--- src/rtl/ternary_seq_ctrl.sv ---
// Sequencing controller for a ternary matrix-vector multiplier.
// Loads a 256-bit ternary weight store from a byte stream, feeds input
// element pairs row by row to the multiplier, issues one accumulate-flush
// cycle, then drains the per-row result bytes through a valid/ready port.
module ternary_seq_ctrl #(
   parameter int InLen    = 16,
   parameter int OutLen   = 8,
   parameter int BitWidth = 8
) (
   input  logic                    clk,
   input  logic                    rst_n,
   input  logic                    wt_valid,
   output logic                    wt_ready,
   input  logic [7:0]              wt_data,
   input  logic                    in_valid,
   output logic                    in_ready,
   input  logic [2*BitWidth-1:0]   in_data,
   output logic                    out_valid,
   input  logic                    out_ready,
   output logic [BitWidth-1:0]     out_data,
   output logic [2:0]              mult_row,
   output logic                    mult_en,
   output logic [2*BitWidth-1:0]   mult_vecin,
   output logic [31:0]             mult_w,
   input  logic [BitWidth-1:0]     mult_vecout,
   output logic                    weights_ok,
   output logic                    code_err,
   output logic                    done
);

   typedef enum logic [2:0] {IDLE, LOAD, FEED, FLUSH, DRAIN} state_t;

   localparam logic [2:0] LastRow = 3'(OutLen - 1);
   localparam int         RowBits = 2 * InLen;

   state_t         state;
   logic [255:0]   store;
   logic [4:0]     byte_idx;
   logic [2:0]     pair_idx;
   logic [2:0]     out_idx;
   logic           last_pend;
   logic           pair_take;

   // Code 2'b10 is illegal; it is stored as 2'b00 so the multiplier sees a zero weight.
   function automatic logic [7:0] clean_codes(input logic [7:0] b);
      logic [7:0] r;
      r = b;
      for (int i = 0; i < 4; i++) begin
         if (b[2*i +: 2] == 2'b10) r[2*i +: 2] = 2'b00;
      end
      return r;
   endfunction

   function automatic logic has_bad_code(input logic [7:0] b);
      logic bad;
      bad = 1'b0;
      for (int i = 0; i < 4; i++) begin
         if (b[2*i +: 2] == 2'b10) bad = 1'b1;
      end
      return bad;
   endfunction

   // Handshake readiness and result pass-through decoded from the registered state.
   // last_pend marks the cycle that shows the final pair's drive, so no further pair is taken.
   always_comb begin
      wt_ready  = (state == IDLE) || (state == LOAD);
      in_ready  = ((state == IDLE) && weights_ok) || ((state == FEED) && !last_pend);
      out_valid = (state == DRAIN);
      out_data  = mult_vecout;
      pair_take = in_valid && in_ready && !((state == IDLE) && wt_valid);
   end

   // Controller FSM with registered multiplier drive and status flags.
   always_ff @(posedge clk or negedge rst_n) begin
      if (!rst_n) begin
         state      <= IDLE;
         store      <= '0;
         byte_idx   <= '0;
         pair_idx   <= '0;
         out_idx    <= '0;
         last_pend  <= 1'b0;
         mult_row   <= '0;
         mult_en    <= 1'b0;
         mult_vecin <= '0;
         mult_w     <= '0;
         weights_ok <= 1'b0;
         code_err   <= 1'b0;
         done       <= 1'b0;
      end else begin
         done    <= 1'b0;
         mult_en <= 1'b0;
         case (state)
            IDLE: begin
               if (wt_valid) begin
                  store[7:0] <= clean_codes(wt_data);
                  byte_idx   <= 5'd1;
                  weights_ok <= 1'b0;
                  code_err   <= has_bad_code(wt_data);
                  state      <= LOAD;
               end else if (pair_take) begin
                  state <= FEED;
               end
            end
            LOAD: begin
               if (wt_valid) begin
                  store[{byte_idx, 3'b000} +: 8] <= clean_codes(wt_data);
                  code_err <= code_err | has_bad_code(wt_data);
                  if (byte_idx == 5'd31) begin
                     byte_idx   <= 5'd0;
                     weights_ok <= 1'b1;
                     state      <= IDLE;
                  end else begin
                     byte_idx <= byte_idx + 5'd1;
                  end
               end
            end
            FEED: begin
               if (last_pend) begin
                  last_pend  <= 1'b0;
                  mult_row   <= 3'd0;
                  mult_en    <= 1'b1;
                  mult_vecin <= '0;
                  state      <= FLUSH;
               end else if (!in_valid) begin
                  // Stall: keep row and weights, feed zeros so the accumulator is unchanged.
                  mult_vecin <= '0;
               end
            end
            FLUSH: begin
               mult_row <= 3'd0;
               out_idx  <= 3'd0;
               state    <= DRAIN;
            end
            DRAIN: begin
               if (out_ready) begin
                  if (out_idx == LastRow) begin
                     out_idx  <= 3'd0;
                     mult_row <= 3'd0;
                     done     <= 1'b1;
                     state    <= IDLE;
                  end else begin
                     out_idx  <= out_idx + 3'd1;
                     mult_row <= out_idx + 3'd1;
                  end
               end
            end
            default: state <= IDLE;
         endcase

         if (pair_take) begin
            mult_row   <= pair_idx;
            mult_vecin <= in_data;
            mult_w     <= store[int'(pair_idx) * RowBits +: 32];
            if (pair_idx == LastRow) begin
               pair_idx  <= 3'd0;
               last_pend <= 1'b1;
            end else begin
               pair_idx <= pair_idx + 3'd1;
            end
         end
      end
   end

endmodule

--- config.mk ---
export PLATFORM = sky130hd
export DESIGN_NAME = ternary_seq_ctrl
export DESIGN_NICKNAME = d
export VERILOG_FILES = /design/src/rtl/ternary_seq_ctrl.sv
export SDC_FILE = /design/constraint.sdc
export NUM_CORES = 1
export LEC_CHECK = 0
export CORE_UTILIZATION = 64
export DETAILED_ROUTE_END_ITERATION = 6
export PLACE_DENSITY_LB_ADDON = 0.15
export SYNTH_ARGS = -nofsm -noshare
export SYNTH_HDL_FRONTEND = slang
export SYNTH_SLANG_ARGS = --single-unit
--- constraint.sdc ---
create_clock -name clk -period 7.6 [get_ports clk]
set_input_delay 1.52 -clock clk [delete_from_list [all_inputs] [get_ports clk]]
set_output_delay 1.52 -clock clk [all_outputs]
set_load 0.01 [all_outputs]
==> run metrics <==
Worst Tran Pin Value 1.18 ns; hold endpoint mult_w[0]; antenna cells 0; Final HPWL DP 20.7 mm; period utilization 0.519; vias 9026; Top FF cell, synth dfrtp_1; Pre-antenna DRT Iters 5; post-cts gate resize count 0; final setup skew 0.0156 ns; number of global-route vias before repair 9445; Synthesized Nets 1100; CTS tree done; r2r worst-path depth 7; drt total wl 33.2 mm; #FFs+latches synth 326; Synth Warn # 0; Fin. Hold Viols 0; worst slack, placed 3.51 ns; FMAX 254 MHz; endpoint type of the worst setup path primary output; cells after synthesis 1053; WP data arrival 2.42 ns; worst setup path category register to primary output; total power draw 0.00517 W; chip height 154 um; required time of the critical path 6.08 ns; initial antenna violation count 1; Yosys cell types 51; Rel. slew slack 0.209; Hold Path Depth 2; setup slack after layout 3.66 ns; Clock Latency Late Sink 0.51 ns; Final setup viols 0; first-pass GRT wire length 53.2 mm; status finished, final reports clean; crit path max fanout 20; CTS sink cnt 326; Syn Area/Cell 14.1 um2; DRT antenna net count 0; Slew Limit Fails 0; peak supply drop 0.207 mV; number of cells after detailed placement 1378; top cells by area, synth dfrtp_1, mux2_2, mux4_2, mux2i_1, o21ai_0; Fin Setup TNS 0 ns; # H-tree levels 2; HP Start mult_w[0]; RSZ-0062 raised after global routing false; worst min-delay path category register to register; Static Leakage 7.72 nW; largest net degree at the start of global routing 159; via/cell ratio 6.27; largest area contributor in the netlist dfrtp_1; FF-to-FF setup slack 4.27 ns; Wirelength per Cell 23.0 um; Final Util 0.752; Final Wtd Congestion 0.834; IO Port Bufs 86; most common cell in the netlist dfrtp_1; RR Endpoint store[60]; Period minus WS final 3.94 ns; post-CTS setup buffers 0; CTS buffer count 35; share of layout cells above drive strength 1 0.360; synthesized area 14900 um2; CTS clk-pin slew, worst paths 0.06 ns; die area 23800 um2; Syn-to-layout area delta 14.9%; ys async rst share 1.00; Initial Util 0.654; crit path launch type register; # IOs 103; gr usage total 0.294; Reg2Reg Launch Point byte_idx[0]; Row Count 55; clock root buffer clkbuf_16; power density over cell area 303 nW/um2; top cell type's share of synthesized area 0.549; register area share after synthesis 0.549; number of flops mapped to enable cells by yosys 0; NumNets Final 1177; die width 154 um; Post-synth top cells dfrtp_1, mux2_2, nand2_1; DRC viols 0; CTS Hold Bufs 0; Finished Layout Cells 1439; max-cap violations 0; total grt overflow 0; CTS Buffer Depth 3; starting DRC count in detailed routing 553; Core Area 22700 um2
how the worst max path moves through the flow:
stage / from / to / slack (ns) / depth (start not counted)
floorplan: mult_vecout[0] / out_data[0] / 4.44 / 1
CTS: state[0] / out_valid / 3.72 / 2
finish: state[0] / out_valid / 3.66 / 2
detailed placement: wt_valid / pair_idx[0] / 3.51 / 6
global placement: wt_valid / pair_idx[0] / 3.60 / 6
global route: state[0] / out_valid / 3.58 / 2
worst max-delay path, cell delays in order, from the launching register on:
cell	delay [ns]
dfrtp_1	0.64
nor3b_1	0.61
clkdlybuf4s50_1	0.67
per-stage QoR:
stage	hold WS [ns]	instance area, um2
6_report	0.474	17100
5_1_grt	0.497	17100
4_1_cts	0.482	17100
3_5_place_dp	0.469	15900
3_3_place_gp	0.461	15900
2_1_floorplan	0.445	14900
cell families after synthesis:
logic type                 count (synthesis)  share of synthesized area
AOI/OAI and AO/OA                        105                     0.0462
and+or+nand+nor                          206                     0.0702
adders and majority gates                 10                    0.00842
xor gates and xnor gates                   3                    0.00278
muxes                                    342                      0.305
buffers and inverters                     61                     0.0183
DFF                                      326                      0.549
placed cells by master (no fill, tap or decap), types with 4 or more instances in the layout:
| cell type | instances |
|---|---|
| nand2b_1 | 6 |
| nor2_4 | 14 |
| nor2_1 | 67 |
| a22o_1 | 17 |
| clkbuf_16 | 37 |
| nand2_1 | 71 |
| buf_4 | 5 |
| nor3_1 | 5 |
| dfrtp_1 | 323 |
| o21ai_0 | 59 |
| a21o_1 | 5 |
| nand3_1 | 6 |
| a21oi_1 | 4 |
| mux4_2 | 64 |
| mux2_2 | 243 |
| nor2_2 | 17 |
| inv_1 | 7 |
| ha_1 | 10 |
| clkinv_2 | 6 |
| clkdlybuf4s50_1 | 85 |
| clkbuf_1 | 7 |
| clkbuf_8 | 10 |
| mux2i_1 | 32 |
cell type report:
cell class,instances,area (um2)
tap,285,357
timing repair buffer,92,923
fill,1427,5640
clock buffer,54,1090
sequential,326,8160
clock inverter,7,60.1
multi-input combinational,666,6440
inverter,9,33.8
flip-flops by register name (all words and copies together), names as in the netlist, 3 cells and up:
signal and flops:
store 256, mult_w 32, mult_vecin 16, byte_idx 5, mult_row 3, out_idx 3, pair_idx 3, state 3
routing by layer:
layer / routed length [um] / share of wire / up-vias / global-route usage
met5: 0 / 0 / - / 0
li1: - / - / 3990 / -
met4: 1080 / 0.032 / 0 / 0.105
met3: 1500 / 0.045 / 69 / 0.0426
met1: 14200 / 0.43 / 4735 / 0.399
met2: 16400 / 0.49 / 232 / 0.492
where the power goes:
group	internal [W]	total [W]	switching (W)
clock	0.00102	0.00168	0.000663
sequential	0.00206	0.00228	0.000228
combinational	0.000560	0.00121	0.000647
total	0.00363	0.00517	0.00154
No activity file was read; power rests on OpenSTA's default activity.
